<file path="src/rtl/waveform_pwm_dac.sv">
// Single-bit PWM DAC for unsigned audio samples with a one-entry holding buffer.
// The duty value only changes at period boundaries, so every period is a clean pulse.
module waveform_pwm_dac #(
    parameter int WIDTH    = 8,
    parameter int PRESCALE = 1
) (
    input  logic             clk_i,
    input  logic             rst_ni,
    input  logic [WIDTH-1:0] sample_i,
    input  logic             sample_valid_i,
    output logic             sample_ready_o,
    output logic             pwm_o,
    output logic             frame_start_o,
    output logic             underrun_o
);

    localparam int PW = (PRESCALE > 1) ? $clog2(PRESCALE) : 1;

    logic [PW-1:0]    prescale_q, prescale_d;
    logic [WIDTH-1:0] cnt_q, cnt_d;
    logic [WIDTH-1:0] active_q, active_d;
    logic [WIDTH-1:0] buf_q, buf_d;
    logic             full_q, full_d;
    logic             pwm_q, pwm_d;
    logic             frame_q, frame_d;
    logic             under_q, under_d;

    logic tick;
    logic boundary;
    logic accept;

    assign tick     = (prescale_q == PW'(PRESCALE - 1));
    assign boundary = tick && (cnt_q == {WIDTH{1'b1}});
    assign accept   = sample_valid_i && !full_q;

    always_comb begin
        prescale_d = tick ? '0 : prescale_q + PW'(1);
        cnt_d      = tick ? cnt_q + WIDTH'(1) : cnt_q;
        active_d   = active_q;
        buf_d      = buf_q;
        full_d     = full_q;
        frame_d    = boundary;
        under_d    = boundary && !full_q;

        // A full buffer can never accept, so the load and the fill never collide.
        if (boundary && full_q) begin
            active_d = buf_q;
            full_d   = 1'b0;
        end
        if (accept) begin
            buf_d  = sample_i;
            full_d = 1'b1;
        end

        pwm_d = tick ? (cnt_d < active_d) : pwm_q;
    end

    always_ff @(posedge clk_i or negedge rst_ni) begin
        if (!rst_ni) begin
            prescale_q <= '0;
            cnt_q      <= '0;
            active_q   <= '0;
            buf_q      <= '0;
            full_q     <= 1'b0;
            pwm_q      <= 1'b0;
            frame_q    <= 1'b0;
            under_q    <= 1'b0;
        end else begin
            prescale_q <= prescale_d;
            cnt_q      <= cnt_d;
            active_q   <= active_d;
            buf_q      <= buf_d;
            full_q     <= full_d;
            pwm_q      <= pwm_d;
            frame_q    <= frame_d;
            under_q    <= under_d;
        end
    end

    assign sample_ready_o = !full_q;
    assign pwm_o          = pwm_q;
    assign frame_start_o  = frame_q;
    assign underrun_o     = under_q;

endmodule

</file>
<file path="config.mk">
export PLATFORM = sky130hd
export DESIGN_NAME = waveform_pwm_dac
export DESIGN_NICKNAME = d
export VERILOG_FILES = /design/src/rtl/waveform_pwm_dac.sv
export SDC_FILE = /design/constraint.sdc
export NUM_CORES = 1
export LEC_CHECK = 0
export ABC_AREA = 1
export BUFFER_PORTS_ARGS = -buffer_cell sky130_fd_sc_hd__buf_2
export CELL_PAD_IN_SITES_DETAIL_PLACEMENT = 1
export CELL_PAD_IN_SITES_GLOBAL_PLACEMENT = 1
export CORE_AREA = 8 8 74 63
export CTS_CLUSTER_DIAMETER = 40
export DETAILED_ROUTE_END_ITERATION = 10
export DIE_AREA = 0 0 82 71
export GPL_TIMING_DRIVEN = 0
export PLACE_DENSITY_LB_ADDON = 0.1
export SLEW_MARGIN = 15
export SYNTH_ARGS = -nofsm -noshare
export SYNTH_HDL_FRONTEND = slang
export SYNTH_SLANG_ARGS = --single-unit
</file>
<file path="constraint.sdc">
create_clock -name clk_i -period 1.9 [get_ports clk_i]
set_input_delay 0.38 -clock clk_i [delete_from_list [all_inputs] [get_ports clk_i]]
set_output_delay 0.38 -clock clk_i [all_outputs]
set_load 0.02 [all_outputs]
</file>
==> impl_metrics.tcl, run 1 <==
set metrics [dict create \
    p_per_area_mw_per_mm2 626 \
    synthCells 127 \
    slew_headroom_pct 56.8 \
    comb_power_share_pct 4.4 \
    syn_nets 146 \
    vias 891 \
    placed_area_mm2 0.00141 \
    p_sw_mw 0.220 \
    antenna_found_initial 0 \
    holdWs_ns 0.120 \
    r2r-end "pwm_o$_DFF_PN0_" \
    routed_wl_mm 2.75 \
    hold_viol 0 \
    met2_length_mm 1.42 \
    crit_required_ns 2.11 \
    reg2regPathDepth 10 \
    cp-start-kind "flop" \
    antenna_cells 0 \
    insertion_delay_ns 0.27 \
    intPower_mw 0.776 \
    rr_startpoint "cnt_q[1]$_DFF_PN0_" \
    crit_path_max_incr_delay_ns 0.37 \
    wl_met1_mm 1.21 \
    hold_class "input port to asynchronous set/reset pin" \
    drive_above_1_share_pct 35.8 \
    nets 172 \
    initial_utilization_pct 36.0 \
    design_area_mm2 0.00159 \
    worst-path-max-fanout 7 \
    crit_chain "ha_2, nand2_2, nor2_4, nand3_4, buf_4, o21ai_1, ha_1, nand2_1, o21ai_2, a21oi_2" \
    via_per_inst 4.57 \
    crit_start "cnt_q[1]$_DFF_PN0_" \
    maxCapViolCount 0 \
    maxSlewViolCount 0 \
    clock_path_buffers 2 \
    coreArea_mm2 0.00355 \
    drt_iter0_drc 13 \
    fillCellCount 407 \
    cts_root_buf "clkbuf_8" \
    numCtsBuffers 3 \
    leakagePower_nw 0.821 \
    crit_path_end "pwm_o$_DFF_PN0_" \
    syn-cell-area_mm2 0.00128 \
    yosys_warnings 0 \
    finalCritPeriodShare_pct 99.8 \
    synth_top_area_cell "dfrtp_1" \
    cts.clk_slew.worst_paths_ns 0.10 \
    dr.max_layer_used "met4" \
    wl_met3_um 101 \
    areaGrowthSynthToFinish_pct 24.1 \
    max_freq_mhz 527 \
    power_frac_seq_pct 62.7 \
    io_pins 15 \
    drc 0 \
    grt_pass1_vias 1063 \
    setup_viol 0 \
    die_w_um 82 \
    die_y_um 71 \
    power_mw 0.995 \
    ys_seq_area_share_pct 54.7 \
    cp.buffers_inverters 1 \
    ys_top_cells_by_area "dfrtp_1 (55%), ha_1 (7.8%), inv_1 (7.3%)" \
    grtUsageTotal_pct 11.2 \
    antenna_left 0 \
    status "completed" \
    crit_type "flop to flop" \
    synth_top_area_share_pct 54.7 \
    crit_arrival_ns 2.10 \
    routedWlPerCell_um 14.1 \
    place.gp.congestion 0.672 \
    grt_setup_unrepaired "yes" \
    grt_start_max_net_pins 29 \
    period_minus_slack_ns 1.90 \
    cts.sinks 28 \
    path_delay_family "adder cells" \
    place_hpwl_mm 2.01 \
    rows 20 \
    regToRegSetupSlack_ns 0.004 \
    grt_overflow 0 \
    vdd_drop_max_v 0.000251 \
    p_sw_share_pct 22.1 \
    portBuffers 14 \
    endpoint_kind "flop" \
    synth_seq_cells 28 \
    cts_tree "yes" \
    tns_ns 0 \
    die-area_mm2 0.00582 \
    firstDrtPassIters 4 \
    cp_slowest_cell "dfrtp_1" \
    htreeDepth 1 \
    ys_types 21 \
    grt_pass1_wl_mm 5.00 \
    tightest_slew_ns 0.647 \
    crit_cells 10 \
    clockPowerShare_pct 32.9 \
    fin_worst_skew_ns 0.00627 \
    syn_area_per_cell_um2 10.1 \
]
worst register-to-register path: cells and delay by family, from the launching register on:
| kind | cells | cell delay, ns |
|---|---|---|
| and+or+nand+nor | 4 | 0.44 |
| AOI/OAI and AO/OA | 3 | 0.39 |
| adders and majority gates | 2 | 0.46 |
| DFF | 1 | 0.37 |
| buffers and inverters | 1 | 0.18 |
per-stage QoR:
stage / instances / utilization [%] / setup slack (ns)
after detailed placement: 185 / 39.5 / -0.303
after global routing: 195 / 44.7 / -0.153
final: 195 / 44.7 / 0.00363
after floorplan: 127 / - / 0.00903
after CTS: 194 / 43.1 / -0.0557
after global placement: 185 / 39.5 / -0.239
cells by family (layout without fill, tap and decap cells):
group,Yosys count,after routing,synth area share [%]
and+or+nand+nor,37,37,14.0
DFF,28,28,54.7
buffers and inverters,27,51,8.31
AOI/OAI and AO/OA,17,17,7.53
adders and majority gates,8,8,7.82
xor gates and xnor gates,6,6,4.11
muxes,4,4,3.52
layer usage:
metal / track usage [%] / vias up
met5: 0 / -
met4: 4.67 / 0
met3: 2.66 / 2
met2: 18.1 / 12
met1: 13.7 / 435
li1: - / 442
power by group through the flow:
stage | Combinational, mW | Clock (mW) | Sequential (mW)
4_1_cts | 0.0446 | 0.333 | 0.624
2_1_floorplan | 0.0181 | 0 | 0.633
5_1_grt | 0.0531 | 0.352 | 0.627
3_5_place_dp | 0.0444 | 0 | 0.636
3_3_place_gp | 0.0425 | 0 | 0.635
6_report | 0.0440 | 0.328 | 0.624
cells in the mapped netlist, drive strengths merged:
library cell	n
a21oi	8
and2	1
buf	2
dfrtp	28
ha	8
inv	25
mux2	4
nand2	22
nand3	4
nand4	1
nor2	9
o21ai	9
xnor2	2
xor2	4
worst min-delay path by stage:
stage               cells after the start  slack (ns)   start               endpoint
floorplan                               0        0.08  rst_ni  active_q[0]$_DFF_PN0_
CTS                                     1        0.13  rst_ni   buf_q[7]$_DFFE_PN0P_
detailed placement                      1        0.44  rst_ni   buf_q[1]$_DFFE_PN0P_
global route                            1        0.16  rst_ni  active_q[7]$_DFF_PN0_
global placement                        1        0.43  rst_ni   buf_q[2]$_DFFE_PN0P_
finish                                  1        0.12  rst_ni   buf_q[7]$_DFFE_PN0P_
placed cells by master (no fill, tap or decap), types with 2 or more instances in the layout:
cell and instances:
buf_6 2, buf_4 6, nor2_1 6, o21ai_1 3
a21oi_1 4, inv_1 24, xor2_1 4, ha_1 4
nand3_1 3, o21ai_2 5, nand2_2 5, nand2_1 17
mux2_2 4, dfrtp_1 28, ha_4 3, nor2_4 2
a21oi_2 4, buf_2 15, clkbuf_8 3
final cells by class:
cell class	instances	area (µm²)	area share, %
flip-flops and latches	28	701	44.1
clock buffers	3	41.3	2.60
well taps	44	55.1	3.46
multi-input cells	72	556	35.0
inverters	25	93.8	5.91
plain buffers	2	16.3	1.02
repair buffers	21	126	7.95
flip-flops by register name (all words and copies together), names as in the netlist:
name and flops:
active_q 8, buf_q 8, cnt_q 8, frame_start_o 1
full_q 1, pwm_o 1, underrun_o 1
timing repair:
action,CTS,global route
buffers inserted,5,1
pin swaps,9,9
cloned,1,0
hold buffers,0,0
endpoints found under the setup margin,1,1
resized for setup,14,10
(Power assumes the default switching activity.)
==> run 2: changes to the inputs <==
- CELL_PAD_IN_SITES_DETAIL_PLACEMENT: 1 -> default
- CELL_PAD_IN_SITES_GLOBAL_PLACEMENT: 1 -> default
- CORE_AREA: 8 8 74 63 -> 8 8 66 57
- DIE_AREA: 0 0 82 71 -> 0 0 74 65
- PLACE_DENSITY: default -> 0.7
- PLACE_DENSITY_LB_ADDON: 0.1 -> default
==> run 2 against run 1 <==
The run now ends with negative setup slack left. Clock power decreased by 14%. Sequential power is essentially flat. Die area down 17%. Via count is 0.67% lower.
==> impl_metrics.tcl, run 2 (synthesis results as in run 1) <==
set metrics [dict create \
    most-common-layout-cells "dfrtp_1 (28), inv_1 (22), nand2_1 (16), buf_2 (15), buf_4 (7)" \
    crit_top_cell "nand2_1" \
    areaGrowthSynthToFinish_pct 26.2 \
    die-area_mm2 0.00481 \
    insertion_delay_ns 0.32 \
    crit_required_ns 2.17 \
    firstDrtPassIters 4 \
    final_common_cell "dfrtp_1" \
    hold_class "input port to asynchronous set/reset pin" \
    period_minus_slack_ns 1.91 \
    slew_headroom_pct 60.1 \
    intPower_mw 0.751 \
    cts_tree "yes" \
    antenna_cells 0 \
    postLayoutSetupSlackWorst_ns -0.00524 \
    grt_overflow 0 \
    initial_utilization_pct 48.1 \
    drt_iter0_drc 46 \
    power_mw 0.951 \
    tns_ns -0.00524 \
    power_frac_seq_pct 65.7 \
    p_per_area_mw_per_mm2 589 \
    drc 0 \
    grt_pass1_wl_mm 3.99 \
    via_per_inst 4.63 \
    vdd_drop_max_v 0.000515 \
    numCtsBuffers 3 \
    cp_slowest_cell "dfrtp_1" \
    vias 885 \
    grt_start_max_net_pins 29 \
    cp-start-kind "flop" \
    crit_path_max_incr_delay_ns 0.39 \
    portBuffers 14 \
    reg2regPathDepth 14 \
    violations "negative setup slack" \
    comb_power_share_pct 4.5 \
    endpoint_kind "flop" \
    htreeDepth 1 \
    place.gp.congestion 0.820 \
    crit_type "flop to flop" \
    reg.largest.list "active_q x8, buf_q x8, cnt_q x8" \
    status "finished with violations" \
    clockPowerShare_pct 29.8 \
    p_sw_mw 0.200 \
    setup_viol 1 \
    grt_setup_unrepaired "yes" \
    maxCapViolCount 0 \
    cts_root_buf "clkbuf_4" \
    antenna_found_initial 0 \
    crit_arrival_ns 2.17 \
    drive_above_1_share_pct 39.9 \
    grtUsageTotal_pct 10.5 \
    nets 173 \
    layout.cells.non_filler 191 \
    crit_chain "ha_2, nand2_2, nor2_4, nand3_4, buf_6, nand2_2, o21ai_2, inv_1, ha_1, nand2_1, nand2_1, nand2_1, nand2_1, a21oi_2" \
    ctsHoldBuffers 0 \
    die_w_um 74 \
    worst-path-max-fanout 7 \
    dp_slack_ns -0.268 \
    holdWs_ns 0.0404 \
    p_sw_share_pct 21.1 \
    max_freq_mhz 525 \
    coreArea_mm2 0.00266 \
    maxSlewViolCount 0 \
    rows 17 \
    cts.clk_slew.worst_paths_ns 0.15 \
    finalCritPeriodShare_pct 100 \
    place_hpwl_mm 1.61 \
    antenna_left 0 \
    tightest_slew_ns 0.599 \
    fillCellCount 232 \
    hold_viol 0 \
    die_y_um 65 \
    clock_path_buffers 2 \
    numPlacedInstances 179 \
    routed_wl_mm 2.34 \
    fin_worst_skew_ns 0.00801 \
    grt_pass1_vias 907 \
    leakagePower_nw 0.832 \
    io_pins 15 \
    cts.sinks 28 \
    routedWlPerCell_um 12.2 \
]
==> run 2: cell types whose count changed in the layout (fill, tap and decap cells not counted), moves of 2 or more <==
cell	delta
inv_1	-2
clkbuf_4	+3
o21ai_1	-2
clkbuf_8	-2
inv_2	+2
==> run 2: layout make-up <==
cell class	instances	area (µm²)	area share (%)
flip-flops and latches	28	701	43.4
multi-input cells	72	587	36.3
repair buffers	22	134	8.29
inverters	25	93.8	5.81
well taps	38	47.5	2.94
clock buffers	4	36.3	2.25
plain buffers	2	16.3	1.01
==> run 2: path summary, 6_finish.rpt <==
kind | startpoint | endpoint | slack, ns
max | cnt_q[0]$_DFF_PN0_ | pwm_o$_DFF_PN0_ | -0.005
min | rst_ni | full_q$_DFFE_PN0P_ | 0.04
max reg2reg | cnt_q[0]$_DFF_PN0_ | pwm_o$_DFF_PN0_ | -0.005
min reg2reg | active_q[1]$_DFF_PN0_ | active_q[1]$_DFF_PN0_ | 0.49
max in group asynchronous | rst_ni | active_q[7]$_DFF_PN0_ | 1.46
min in group clk_i | sample_valid_i | full_q$_DFFE_PN0P_ | 0.28
==> run 2: critical path: cells and delay by family, from the launching register on <==
family | cells | cell delay (ns)
compound gates | 2 | 0.17
flops | 1 | 0.39
simple gates | 8 | 0.62
fa+ha+maj | 2 | 0.42
buf+inv | 2 | 0.23
==> run 2: repair_timing <==
action	in CTS	in global routing
buffers inserted	5	2
gates resized for setup	17	14
endpoints found under the setup margin	1	1
cloned	1	0
pin swaps	8	5
==> run 2: layer usage <==
metal	share of wire, %	track usage [%]
met3	5.5	4.30
met1	47	12.8
met2	48	16.7
met5	0	0
met4	0	2.99
==> run 2: power groups by stage <==
stage | registers, mW | clock network, mW | logic, mW
after global routing | 0.627 | 0.317 | 0.0504
final | 0.625 | 0.283 | 0.0431
after floorplan | 0.633 | 0 | 0.0181
after detailed placement | 0.635 | 0 | 0.0425
after CTS | 0.624 | 0.290 | 0.0437
after global placement | 0.634 | 0 | 0.0410
==> run 2: metrics by stage <==
stage / utilization (%) / cell area (µm²)
final: 60.8 / 1620
after global routing: 60.8 / 1620
after CTS: 57.7 / 1540
after detailed placement: 52.6 / 1400
after global placement: 52.6 / 1400
after floorplan: - / 1280
==> run 3: changes to the inputs <==
- CTS_CLUSTER_DIAMETER: 40 -> default
- PLACE_DENSITY: 0.7 -> 0.75
==> run 3 against run 2 <==
The flow now finishes without violations. Cell count down 0.52%. Maximum frequency is 0.71% higher. Via count down 1.1%. Register-to-register slack about the same. Final area down 3.2%. Routed wire length fell by 0.60%. Critical path type unchanged. Critical endpoint unchanged. Highest routed layer is now met4.
==> impl_metrics.tcl, run 3 (synthesis results as in run 1) <==
set metrics [dict create \
    worst-path-max-fanout 8 \
    dp_slack_ns -0.289 \
    nets 172 \
    rr_startpoint "cnt_q[0]$_DFF_PN0_" \
    final_util_pct 58.8 \
    crit_chain "ha_2, nand2_2, nor2_4, nand3_4, buf_6, nand2_2, o21ai_2, inv_1, ha_1, nand2_1, nand2_1, nand2_1, nand2_2, a21oi_2" \
    ctsHoldBuffers 0 \
    areaGrowthSynthToFinish_pct 22.2 \
    drive_above_1_share_pct 32.2 \
    crit_required_ns 2.16 \
    rows 17 \
    grt_overflow 0 \
    path_delay_family "simple AND/OR/NAND/NOR gates" \
    most-common-layout-cells "dfrtp_1 (28), inv_1 (25), nand2_1 (18), buf_2 (15), nor2_1 (7)" \
    coreArea_mm2 0.00266 \
    die_w_um 74 \
    grtUsageTotal_pct 10.5 \
    period_minus_slack_ns 1.89 \
    max_freq_mhz 529 \
    placed_area_mm2 0.00140 \
    place.gp.congestion 0.786 \
    reg2regPathDepth 14 \
    tightest_slew_ns 0.609 \
    grt_start_max_net_pins 29 \
    crit_path_max_incr_delay_ns 0.39 \
    globalRouteMet1Util_pct 13.3 \
    holdWs_ns 0.0329 \
    finalCritPeriodShare_pct 99.6 \
    numPlacedInstances 179 \
    grt_busiest_layer "met2" \
    slew_headroom_pct 59.4 \
    r2r-end "pwm_o$_DFF_PN0_" \
    reg.largest.list "active_q x8, buf_q x8, cnt_q x8" \
    routed_wl_mm 2.32 \
    antenna_found_initial 0 \
    use_met3_pct 4.45 \
    crit_type "flop to flop" \
    power_mw 1.05 \
    io_pins 15 \
    tns_ns 0 \
    p_per_area_mw_per_mm2 673 \
    drc 0 \
    grt_setup_unrepaired "yes" \
    drt_iter0_drc 54 \
    die_y_um 65 \
    design_area_mm2 0.00156 \
    endpoint_kind "flop" \
    cts_root_buf "clkbuf_4" \
    grt_pass1_wl_mm 3.94 \
    fillCellCount 230 \
    initial_utilization_pct 48.1 \
    status "completed" \
    final_common_cell "dfrtp_1" \
    cts.sinks 28 \
    firstDrtPassIters 6 \
    crit_arrival_ns 2.15 \
    cp_slowest_cell "dfrtp_1" \
    cts_tree "yes" \
    via_per_inst 4.61 \
    leakagePower_nw 0.819 \
    antenna_cells 0 \
    routedWlPerCell_um 12.2 \
    layout.cells.non_filler 190 \
    cts.clk_slew.worst_paths_ns 0.15 \
    hold_viol 0 \
    met2_usage_pct 16.1 \
    portBuffers 14 \
    vias 875 \
    die-area_mm2 0.00481 \
    vdd_drop_max_v 0.000424 \
    clock_path_buffers 2 \
    maxCapViolCount 0 \
    numCtsBuffers 3 \
    fin_worst_skew_ns 0.0162 \
    hold_class "input port to asynchronous set/reset pin" \
    place_hpwl_mm 1.68 \
    maxSlewViolCount 0 \
    setup_viol 0 \
    grt_pass1_vias 891 \
    regToRegSetupSlack_ns 0.008 \
    cp.buffers_inverters 2 \
    postLayoutSetupSlackWorst_ns 0.00819 \
    cp-start-kind "flop" \
    antenna_left 0 \
    insertion_delay_ns 0.33 \
    htreeDepth 1 \
]
## run 3: cell count changes in the layout (fill, tap and decap cells not counted), sizes merged
cell / previous run / this run
clkbuf: 4 / 3
bufinv: 0 / 1
buf: 24 / 23
## run 3: worst max path at each step
stage | start | to | slack, ns | cells past startpoint
floorplan | cnt_q[0]$_DFF_PN0_ | pwm_o$_DFF_PN0_ | 0.009 | 11
global placement | cnt_q[0]$_DFF_PN0_ | pwm_o$_DFF_PN0_ | -0.23 | 11
detailed placement | cnt_q[0]$_DFF_PN0_ | pwm_o$_DFF_PN0_ | -0.29 | 11
CTS | cnt_q[0]$_DFF_PN0_ | pwm_o$_DFF_PN0_ | -0.02 | 11
global route | cnt_q[0]$_DFF_PN0_ | pwm_o$_DFF_PN0_ | -0.17 | 14
finish | cnt_q[0]$_DFF_PN0_ | pwm_o$_DFF_PN0_ | 0.008 | 14
## run 3: worst register-to-register path: cells and delay by family (launching register included)
kind	cells	cell delay, ns
adder cells (fa/ha/maj)	2	0.42
flip-flops	1	0.39
AND/OR/NAND/NOR	8	0.61
AO/OA/AOI/OAI	2	0.18
buffers and inverters	2	0.24
## run 3: power breakdown
| part | internal [mW] | switching (mW) |
|---|---|---|
| Combinational | 0.0184 | 0.0244 |
| Sequential | 0.616 | 0.00912 |
| Clock | 0.213 | 0.171 |
| Total | 0.847 | 0.205 |
## run 3: area by class of cell
class | count | area (µm²) | share of cell area (%)
clock buffer | 3 | 22.5 | 1.44
clock inverter | 1 | 30.0 | 1.92
sequential | 28 | 701 | 44.8
buffer | 2 | 16.3 | 1.04
tap | 38 | 47.5 | 3.04
inverter | 25 | 93.8 | 6.00
timing repair buffer | 21 | 126 | 8.08
multi-input combinational | 72 | 527 | 33.7
## run 3: timing repair
item / in CTS / in global routing
gates cloned: 1 / 0
gates resized for setup: 9 / 8
pin swaps: 6 / 8
setup buffers: 4 / 2
endpoints found under the setup margin: 1 / 1
## run 3: per-layer routing
| metal | vias up | wire, µm |
|---|---|---|
| met1 | 412 | 1080 |
| met4 | 0 | 10 |
| met2 | 15 | 1110 |
| met5 | - | 0 |
| li1 | 446 | - |
| met3 | 2 | 111 |
